### config.mk
export PLATFORM = sky130hd
export DESIGN_NAME = optics_array
export DESIGN_NICKNAME = d
export VERILOG_FILES = /design/src/rtl/optics_pkg.sv /design/src/rtl/optics_debounce.sv /design/src/rtl/optics_array.sv
export SDC_FILE = /design/constraint.sdc
export NUM_CORES = 1
export LEC_CHECK = 0
export ABC_AREA = 1
export CAP_MARGIN = 30
export CORE_UTILIZATION = 40
export CTS_BUF_LIST = sky130_fd_sc_hd__clkbuf_16
export DETAILED_ROUTE_END_ITERATION = 6
export PLACE_DENSITY = 0.8
export SLEW_MARGIN = 5
export SYNTH_ARGS = -nofsm -noshare
export SYNTH_HDL_FRONTEND = slang
export SYNTH_SLANG_ARGS = --single-unit
export TNS_END_PERCENT = 100
### constraint.sdc
create_clock -name clk -period 1.09 [get_ports clk]
set_input_delay 0.218 -clock clk [delete_from_list [all_inputs] [get_ports clk]]
set_output_delay 0.218 -clock clk [all_outputs]
set_load 0.02 [all_outputs]
### src/rtl/optics_pkg.sv
// Shared types and helpers for the optics_array proximity conditioner.
// Optional hit counters are controlled by the OPTICS_HIT_CNT_EN macro (see optics_array).
package optics_pkg;

   // Idle value of the aggregate "any near" flag (no channel reports an object)
   localparam logic ANY_NEAR_IDLE = 1'b0;

   // Accepted (debounced) level of one sensor channel
   typedef enum logic {
      ST_FAR  = 1'b0,
      ST_NEAR = 1'b1
   } prox_state_e;

   // Width of the debounce counter: wide enough to hold DEBOUNCE_CYCLES-1 with headroom
   function automatic int dcWidth(input int cycles);
      return $clog2(cycles) + 1;
   endfunction

endpackage

### src/rtl/optics_debounce.sv
// One proximity channel: input synchroniser, debounce filter and registered edge pulses.
// prox_d_o exposes the next debounced value so the parent can register aggregates on the same edge.
module optics_debounce
   import optics_pkg::*;
#(
   parameter int SYNC_STAGES     = 2,
   parameter int DEBOUNCE_CYCLES = 4
) (
   input  logic clk,
   input  logic reset,
   input  logic raw_i,
   output logic prox_o,
   output logic prox_d_o,
   output logic rise_o,
   output logic fall_o
);

   localparam int DC_W = dcWidth(DEBOUNCE_CYCLES);

   logic [SYNC_STAGES-1:0] sync_q;
   logic [DC_W-1:0]        dc_q, dc_d;
   prox_state_e            state_q, state_d;
   logic                   rise_q, fall_q;
   logic                   syncBit;
   logic                   stableBit;

   assign syncBit   = sync_q[SYNC_STAGES-1];
   assign stableBit = (state_q == ST_NEAR);

   // Accept a new level only after DEBOUNCE_CYCLES consecutive samples disagree with the stable one
   always_comb begin
      state_d = state_q;
      dc_d    = dc_q;
      if (syncBit == stableBit) begin
         dc_d = '0;
      end else if (dc_q == DC_W'(DEBOUNCE_CYCLES - 1)) begin
         state_d = syncBit ? ST_NEAR : ST_FAR;
         dc_d    = '0;
      end else begin
         dc_d = dc_q + 1'b1;
      end
   end

   // Synchroniser shift, filter state and edge pulses aligned with the first cycle of the new level
   always_ff @(posedge clk or posedge reset) begin
      if (reset) begin
         sync_q  <= '0;
         dc_q    <= '0;
         state_q <= ST_FAR;
         rise_q  <= 1'b0;
         fall_q  <= 1'b0;
      end else begin
         sync_q  <= {sync_q[SYNC_STAGES-2:0], raw_i};
         dc_q    <= dc_d;
         state_q <= state_d;
         rise_q  <= (state_d == ST_NEAR) && (state_q == ST_FAR);
         fall_q  <= (state_d == ST_FAR) && (state_q == ST_NEAR);
      end
   end

   assign prox_o   = (state_q == ST_NEAR);
   assign prox_d_o = (state_d == ST_NEAR);
   assign rise_o   = rise_q;
   assign fall_o   = fall_q;

endmodule

### src/rtl/optics_array.sv
// N_CH-channel infrared proximity conditioner for the Fish level finder.
// Define OPTICS_HIT_CNT_EN to build the per-channel saturating rise counters;
// otherwise hit_count is tied to zero and clr_count is ignored.
module optics_array
   import optics_pkg::*;
#(
   parameter int N_CH            = 4,
   parameter int SYNC_STAGES     = 2,
   parameter int DEBOUNCE_CYCLES = 4,
   parameter int CNT_W           = 8
) (
   input  logic                  clk,
   input  logic                  reset,
   input  logic [N_CH-1:0]       proximity_out,
   input  logic                  clr_count,
   output logic [N_CH-1:0]       proximity,
   output logic [N_CH-1:0]       prox_rise,
   output logic [N_CH-1:0]       prox_fall,
   output logic                  any_near,
   output logic [N_CH-1:0]       led,
   output logic [N_CH*CNT_W-1:0] hit_count
);

   logic [N_CH-1:0] proxNext;
   logic [N_CH-1:0] proxCur;
   logic [N_CH-1:0] riseCur;
   logic [N_CH-1:0] fallCur;
   logic [N_CH-1:0] led_q;
   logic            anyNear_q;

   for (genvar i = 0; i < N_CH; i++) begin : g_ch
      optics_debounce #(
         .SYNC_STAGES    (SYNC_STAGES),
         .DEBOUNCE_CYCLES(DEBOUNCE_CYCLES)
      ) u_debounce (
         .clk     (clk),
         .reset   (reset),
         .raw_i   (proximity_out[i]),
         .prox_o  (proxCur[i]),
         .prox_d_o(proxNext[i]),
         .rise_o  (riseCur[i]),
         .fall_o  (fallCur[i])
      );
   end

   // LED mirror lags proximity by a cycle; any_near follows proximity on the same edge
   always_ff @(posedge clk or posedge reset) begin
      if (reset) begin
         led_q     <= '0;
         anyNear_q <= ANY_NEAR_IDLE;
      end else begin
         led_q     <= proxCur;
         anyNear_q <= |proxNext;
      end
   end

`ifdef OPTICS_HIT_CNT_EN
   logic [CNT_W-1:0] cnt_q [N_CH];

   for (genvar i = 0; i < N_CH; i++) begin : g_cnt
      // Count rise pulses, saturating at all-ones; a clear wins over a same-cycle increment
      always_ff @(posedge clk or posedge reset) begin
         if (reset) begin
            cnt_q[i] <= '0;
         end else if (clr_count) begin
            cnt_q[i] <= '0;
         end else if (riseCur[i] && (cnt_q[i] != {CNT_W{1'b1}})) begin
            cnt_q[i] <= cnt_q[i] + 1'b1;
         end
      end

      assign hit_count[i*CNT_W +: CNT_W] = cnt_q[i];
   end
`else
   logic unusedClr;

   assign unusedClr = clr_count;
   assign hit_count = '0;
`endif

   assign proximity = proxCur;
   assign prox_rise = riseCur;
   assign prox_fall = fallCur;
   assign led       = led_q;
   assign any_near  = anyNear_q;

endmodule

==> results of run 1 <==
[worst reg2reg max path, delay by kind of cell (launching register included)]
family / cells / cell delay (ns)
DFF: 1 / 0.41
and+or+nand+nor: 4 / 0.35
adders and majority gates: 1 / 0.18
[state kept, by name, indices dropped and copies added (netlist names)]
name,flops
any_near,1
g_ch.u_debounce.dc_q,12
g_ch.u_debounce.fall_o,4
g_ch.u_debounce.prox_o,4
g_ch.u_debounce.rise_o,4
g_ch.u_debounce.sync_q,8
led,4
[power breakdown]
part | internal (uW) | total (uW) | leakage, uW | switching [uW]
combinational | 730 | 1870 | 0.000436 | 1140
sequential | 1790 | 1990 | 0.000468 | 202
clock | 1070 | 1600 | 0.0000775 | 529
total | 3590 | 5460 | 0.000981 | 1870
[cell usage in the layout (no fill, tap or decap)]
| master | netlist | final |
|---|---|---|
| conb_1 | 1 | 32 |
| nor3_1 | 8 | 8 |
| nand2_4 | 0 | 1 |
| clkbuf_16 | 0 | 5 |
| nand3_1 | 4 | 1 |
| bufinv_16 | 0 | 1 |
| buf_2 | 0 | 17 |
| inv_1 | 15 | 15 |
| buf_4 | 44 | 7 |
| nand3_2 | 0 | 3 |
| nor2_1 | 10 | 9 |
| buf_12 | 0 | 1 |
| a21oi_1 | 4 | 4 |
| clkdlybuf4s50_1 | 0 | 5 |
| clkinv_1 | 0 | 1 |
| clkinvlp_4 | 0 | 1 |
| nand2_2 | 3 | 11 |
| nor2_2 | 0 | 1 |
| dfrtp_1 | 37 | 37 |
| xnor2_1 | 4 | 4 |
| nand2_1 | 12 | 3 |
| ha_4 | 0 | 4 |
[layer usage]
layer  track usage  wire length, um
met1         0.127              858
met2         0.164             1110
met3        0.0634              146
met4        0.0917              114
met5             0                0
[area by class of cell]
cell class	instances	area, um2	area share
multi-input cells	81	482	0.254
inverters	15	56.3	0.0297
clock inverters	3	41.3	0.0218
flip-flops and latches	37	926	0.488
well taps	48	60.1	0.0316
clock buffers	5	125	0.0659
repair buffers	30	208	0.109
[worst max-delay path by stage]
stage	endpoint	from
2_1_floorplan	any_near	reset
3_3_place_gp	proximity[1]	g_ch[1].u_debounce.prox_o
3_5_place_dp	proximity[3]	g_ch[3].u_debounce.prox_o
4_1_cts	any_near	g_ch[3].u_debounce.dc_q[0]
5_1_grt	any_near	g_ch[0].u_debounce.dc_q[1]
6_report	any_near	g_ch[1].u_debounce.dc_q[0]
[through the flow]
stage               total power (uW)  setup TNS (ns)  utilization
finish                          5460               0        0.511
global route                    5800         -0.0258        0.511
CTS                             5230               0        0.480
detailed placement              3890          -0.573        0.457
global placement                3830          -0.510        0.457
floorplan                       3410               0            -
[kinds of logic (layout without fill, tap and decap cells)]
| logic type | count (synthesis) | in the layout | share of synthesized area |
|---|---|---|---|
| flops | 37 | 37 | 0.585 |
| simple gates | 37 | 37 | 0.102 |
| xor+xnor | 4 | 4 | 0.0221 |
| fa+ha+maj | 4 | 4 | 0.0316 |
| buf+inv | 59 | 53 | 0.244 |
| other cells | 1 | 32 | 0.00237 |
| compound gates | 4 | 4 | 0.0126 |
[repair_timing]
action / CTS / global route
endpoints found under the setup margin: 18 / 6
pin swaps: 0 / 9
cloned: 0 / 0
setup buffers: 0 / 3
gates resized for setup: 70 / 20
==> impl_metrics.py, run 1 <==
metrics = {
    "status": {
        "outcome": "finished, final reports clean",
    },
    "clock_tree": {
        "clkTransAtPathRegs_ns": 0.05,
        "cts_max_level": 2,
        "insertion_delay_ns": 0.28,
        "cts_hold_buf": 0,
        "cts_sinks": 37,
        "cts_tree": "built",
        "cts_root_buf": "clkbuf_16",
        "ctsLongestPathBuffers": 2,
        "cts_made_buffers": 5,
    },
    "final_layout": {
        "layoutNonFillerInstCount": 219,
        "drive_above_1_share": 0.304,
        "synthToLayoutAreaGrowth_pct": 19.9,
        "num-fill-cells": 342,
        "nets": 181,
        "final_cell_area_mm2": 0.00190,
        "num_antenna_cells": 0,
    },
    "die": {
        "die_x_um": 64.9,
        "initial_core_util": 0.426,
        "coreArea_mm2": 0.00372,
        "die_h_um": 64.9,
        "row_count": 22,
        "die_area_mm2": 0.00421,
        "io_pins": 56,
    },
    "job": {
        "cap_violations": 0,
    },
    "route": {
        "first_iter_violations": 58,
        "viasPerCell": 3.90,
        "avgRoutedWirePerCell_um": 10.2,
        "drt-total-wl_um": 2230,
        "drc": 0,
        "drtPass1Iterations": 4,
        "vias": 854,
        "antenna_left": 0,
    },
    "worst_setup_path": {
        "path_cells": "ha_4 -> nand3_1 -> nand2_2 -> nor2_1 -> nand2_1",
        "critical-path-top-delay-family": "flip-flops",
        "critical_path_class": "flop to flop",
        "r2r-end": "any_near",
        "cp.required_ns": 1.26,
        "reg2reg_slack_ns": 0.05,
        "start_kind": "flop",
        "rr_worst_depth": 5,
        "cp.depth": 5,
        "crit_fanout": 3,
        "slowest_delay_ns": 0.41,
        "timing.rr.start": "g_ch[1].u_debounce.dc_q[0]",
        "critPathCaptureType": "flop",
        "cp.arrival_ns": 1.21,
        "cp_num_buf_inv": 0,
        "slowest_stage": "dfrtp_1",
    },
    "placement": {
        "place_area_mm2": 0.00170,
        "placedCellCount": 208,
        "routabilityCongestion": 0.782,
        "dp_slack_ns": -0.0579,
        "io_buffer_count": 22,
        "dp_hpwl_um": 1370,
    },
    "power_and_ir_drop": {
        "power_density_mw_per_mm2": 2880,
        "vdd_drop_max_mv": 0.837,
        "cellLeakagePower_uw": 0.000981,
    },
    "synthesis": {
        "synth_common_cells": "44 x buf_4, 37 x dfrtp_1, 15 x inv_1",
        "synthFlopType": "dfrtp_1",
        "yosysWarnings": 0,
        "synth_area_leaders": "dfrtp_1 58%, buf_4 21%, inv_1 3.6%",
        "synth_top_area_share": 0.585,
        "yosysSeqAreaShare": 0.585,
        "synthDistinctLibCells": 12,
        "synth-edff-count": 0,
        "synth_area_leader_cell": "dfrtp_1",
        "synth-seq-cells": 37,
        "synthArstFlopShare": 1.00,
        "avgSynthCellArea_um2": 10.8,
        "yosysMostFrequentCell": "buf_4",
        "syn_area_mm2": 0.00158,
        "synthCells": 146,
    },
    "sta": {
        "finalWorstSetupSlack_ns": 0.0514,
        "finalHoldViolCount": 0,
        "maxSlewViolCount": 0,
        "hold_slack_ns": 0.280,
        "setup-violations-final": 0,
        "max_freq_mhz": 963,
        "min_period_ns": 1.04,
        "finalCritPeriodShare": 0.953,
        "clock_skew_ns": 0.00303,
    },
    "global_routing": {
        "grt_pass1_wl_um": 3320,
        "antenna_found_initial": 0,
        "grt-ovfl-total": 0,
        "track_usage": 0.116,
        "first_global_vias": 755,
        "grt_max_degree": 38,
    },
    "hold_path": {
        "hp-class": "primary input to async pin",
    },
}
Note: power is estimated with default switching activity, not from simulation.
==> run 2: changes to the inputs <==
--- a/config.mk
+++ b/config.mk
@@ -7,10 +7,10 @@
 export LEC_CHECK = 0
 export ABC_AREA = 1
 export CAP_MARGIN = 30
-export CORE_UTILIZATION = 40
+export CORE_UTILIZATION = 24
 export CTS_BUF_LIST = sky130_fd_sc_hd__clkbuf_16
 export DETAILED_ROUTE_END_ITERATION = 6
-export PLACE_DENSITY = 0.8
+export PLACE_DENSITY = 0.55
 export SLEW_MARGIN = 5
 export SYNTH_ARGS = -nofsm -noshare
 export SYNTH_HDL_FRONTEND = slang
==> impl_metrics.py, run 2 (same netlist as run 1, synthesis figures left out) <==
metrics = {
    "placement": {
        "io_buffer_count": 22,
        "dp_hpwl_um": 1450,
        "routabilityCongestion": 0.695,
        "dp_slack_ns": -0.0729,
        "placedCellCount": 239,
    },
    "die": {
        "die_area_mm2": 0.00692,
        "die_x_um": 83.2,
        "initial_core_util": 0.249,
        "die_h_um": 83.2,
        "row_count": 29,
        "io_pins": 56,
        "coreArea_mm2": 0.00635,
    },
    "worst_setup_path": {
        "path_cells": "buf_2",
        "critPathCaptureType": "output port",
        "slowest_stage": "dfrtp_1",
        "cp_num_buf_inv": 1,
        "cp.arrival_ns": 0.83,
        "critical-path-top-delay-family": "flip-flops",
        "crit_fanout": 2,
        "cp.required_ns": 0.87,
        "start_kind": "flop",
        "slowest_delay_ns": 0.39,
        "critical_path_class": "flop to output port",
    },
    "clock_tree": {
        "cts_root_buf": "clkbuf_16",
        "cts_sinks": 37,
        "ctsLongestPathBuffers": 2,
        "clkTransAtPathRegs_ns": 0.05,
        "cts_max_level": 2,
        "cts_made_buffers": 5,
        "cts_tree": "built",
        "insertion_delay_ns": 0.28,
    },
    "sta": {
        "maxSlewViolCount": 0,
        "finalWorstSetupSlack_ns": 0.0405,
        "setup-violations-final": 0,
        "max_freq_mhz": 953,
        "finalHoldViolCount": 0,
        "finalSetupTns_ns": 0,
        "finalCritPeriodShare": 0.963,
        "rsz0062_at_grt": "yes",
        "clock_skew_ns": 0.00534,
        "min_period_ns": 1.05,
    },
    "final_layout": {
        "top_regs": "g_ch.u_debounce.dc_q: 12 flops, g_ch.u_debounce.sync_q: 8 flops",
        "final_common_cell": "dfrtp_1",
        "largest_register": "g_ch.u_debounce.dc_q",
        "drive_above_1_share": 0.304,
        "synthToLayoutAreaGrowth_pct": 22.6,
        "largest_reg_flops": 12,
        "nets": 181,
        "layoutNonFillerInstCount": 248,
        "num_antenna_cells": 0,
        "final_cell_mix": "37 x dfrtp_1, 32 x conb_1, 17 x buf_2",
    },
    "status": {
        "outcome": "finished, final reports clean",
    },
    "hold_path": {
        "hp-class": "primary input to async pin",
    },
    "global_routing": {
        "grt_max_degree": 38,
        "grt_pass1_wl_um": 3660,
        "antenna_found_initial": 0,
        "grt-ovfl-total": 0,
        "first_global_vias": 793,
        "track_usage": 0.0713,
    },
    "route": {
        "first_iter_violations": 29,
        "vias": 867,
        "viasPerCell": 3.50,
        "antenna_left": 0,
        "drtPass1Iterations": 3,
        "avgRoutedWirePerCell_um": 8.89,
        "drt-total-wl_um": 2200,
        "drc": 0,
    },
    "power_and_ir_drop": {
        "finalPower_uw": 5480,
        "power_density_mw_per_mm2": 2820,
        "vdd_drop_max_mv": 1.04,
        "cellLeakagePower_uw": 0.000996,
    },
    "job": {
        "cap_violations": 0,
    },
}
==> run 2: cell count changes in the layout (fill, tap and decap cells not counted), moves of 2 or more <==
cell | before | now
ha_4 | 4 | 2
xnor2_2 | 0 | 2
nand2_1 | 3 | 5
xnor2_1 | 4 | 2
nand2_4 | 1 | 3
nand2_2 | 11 | 7
==> run 2: path summary, 6_finish.rpt <==
kind | start | endpoint | slack [ns] | cells after the start
min reg2reg | g_ch[3].u_debounce.sync_q[0] | g_ch[3].u_debounce.sync_q[1] | 0.35 | 0
min | reset | g_ch[1].u_debounce.sync_q[0] | 0.27 | 3
max reg2reg | g_ch[2].u_debounce.dc_q[0] | any_near | 0.04 | 5
max in group asynchronous | reset | g_ch[3].u_debounce.dc_q[1] | 0.62 | 3
min in group clk | g_ch[3].u_debounce.sync_q[0] | g_ch[3].u_debounce.sync_q[1] | 0.35 | 0
max | g_ch[1].u_debounce.prox_o | proximity[1] | 0.04 | 1
==> run 2: report_power, final <==
part / total (uW) / switching (uW) / internal (uW)
clock network: 1630 / 547 / 1080
logic: 1890 / 1170 / 719
registers: 1960 / 170 / 1790
total: 5480 / 1880 / 3590
==> run 2: per-stage QoR <==
| stage | hold WS, ns | utilization | area [um2] |
|---|---|---|---|
| 6_report | 0.273 | 0.306 | 1940 |
| 5_1_grt | 0.320 | 0.306 | 1940 |
| 4_1_cts | 0.289 | 0.294 | 1870 |
| 3_5_place_dp | 0.336 | 0.276 | 1750 |
| 3_3_place_gp | 0.333 | 0.276 | 1750 |
| 2_1_floorplan | 0.249 | - | 1700 |
==> run 2: area by class of cell <==
class                   instances  area [um2]
inverters                      15        56.3
clock inverters                 3        46.3
multi-input cells              81         483
flip-flops and latches         37         926
clock buffers                   5         125
well taps                      77        96.3
fillers                       648        4410
repair buffers                 30         208
==> run 2: repair_timing <==
action                                  4_1_cts  5_1_grt
resized for setup                            73       17
pin swaps                                     4        3
buffers inserted                              1        0
endpoints found under the setup margin       18        6
hold buffers                                  0        0
==> run 2: routing by layer <==
metal  track usage  vias to the layer above  wire (um)
met5             0                        -          0
met4        0.0376                        0         55
met3        0.0437                        7        201
met1        0.0853                      405        913
li1              -                      420          -
met2        0.0984                       35       1030
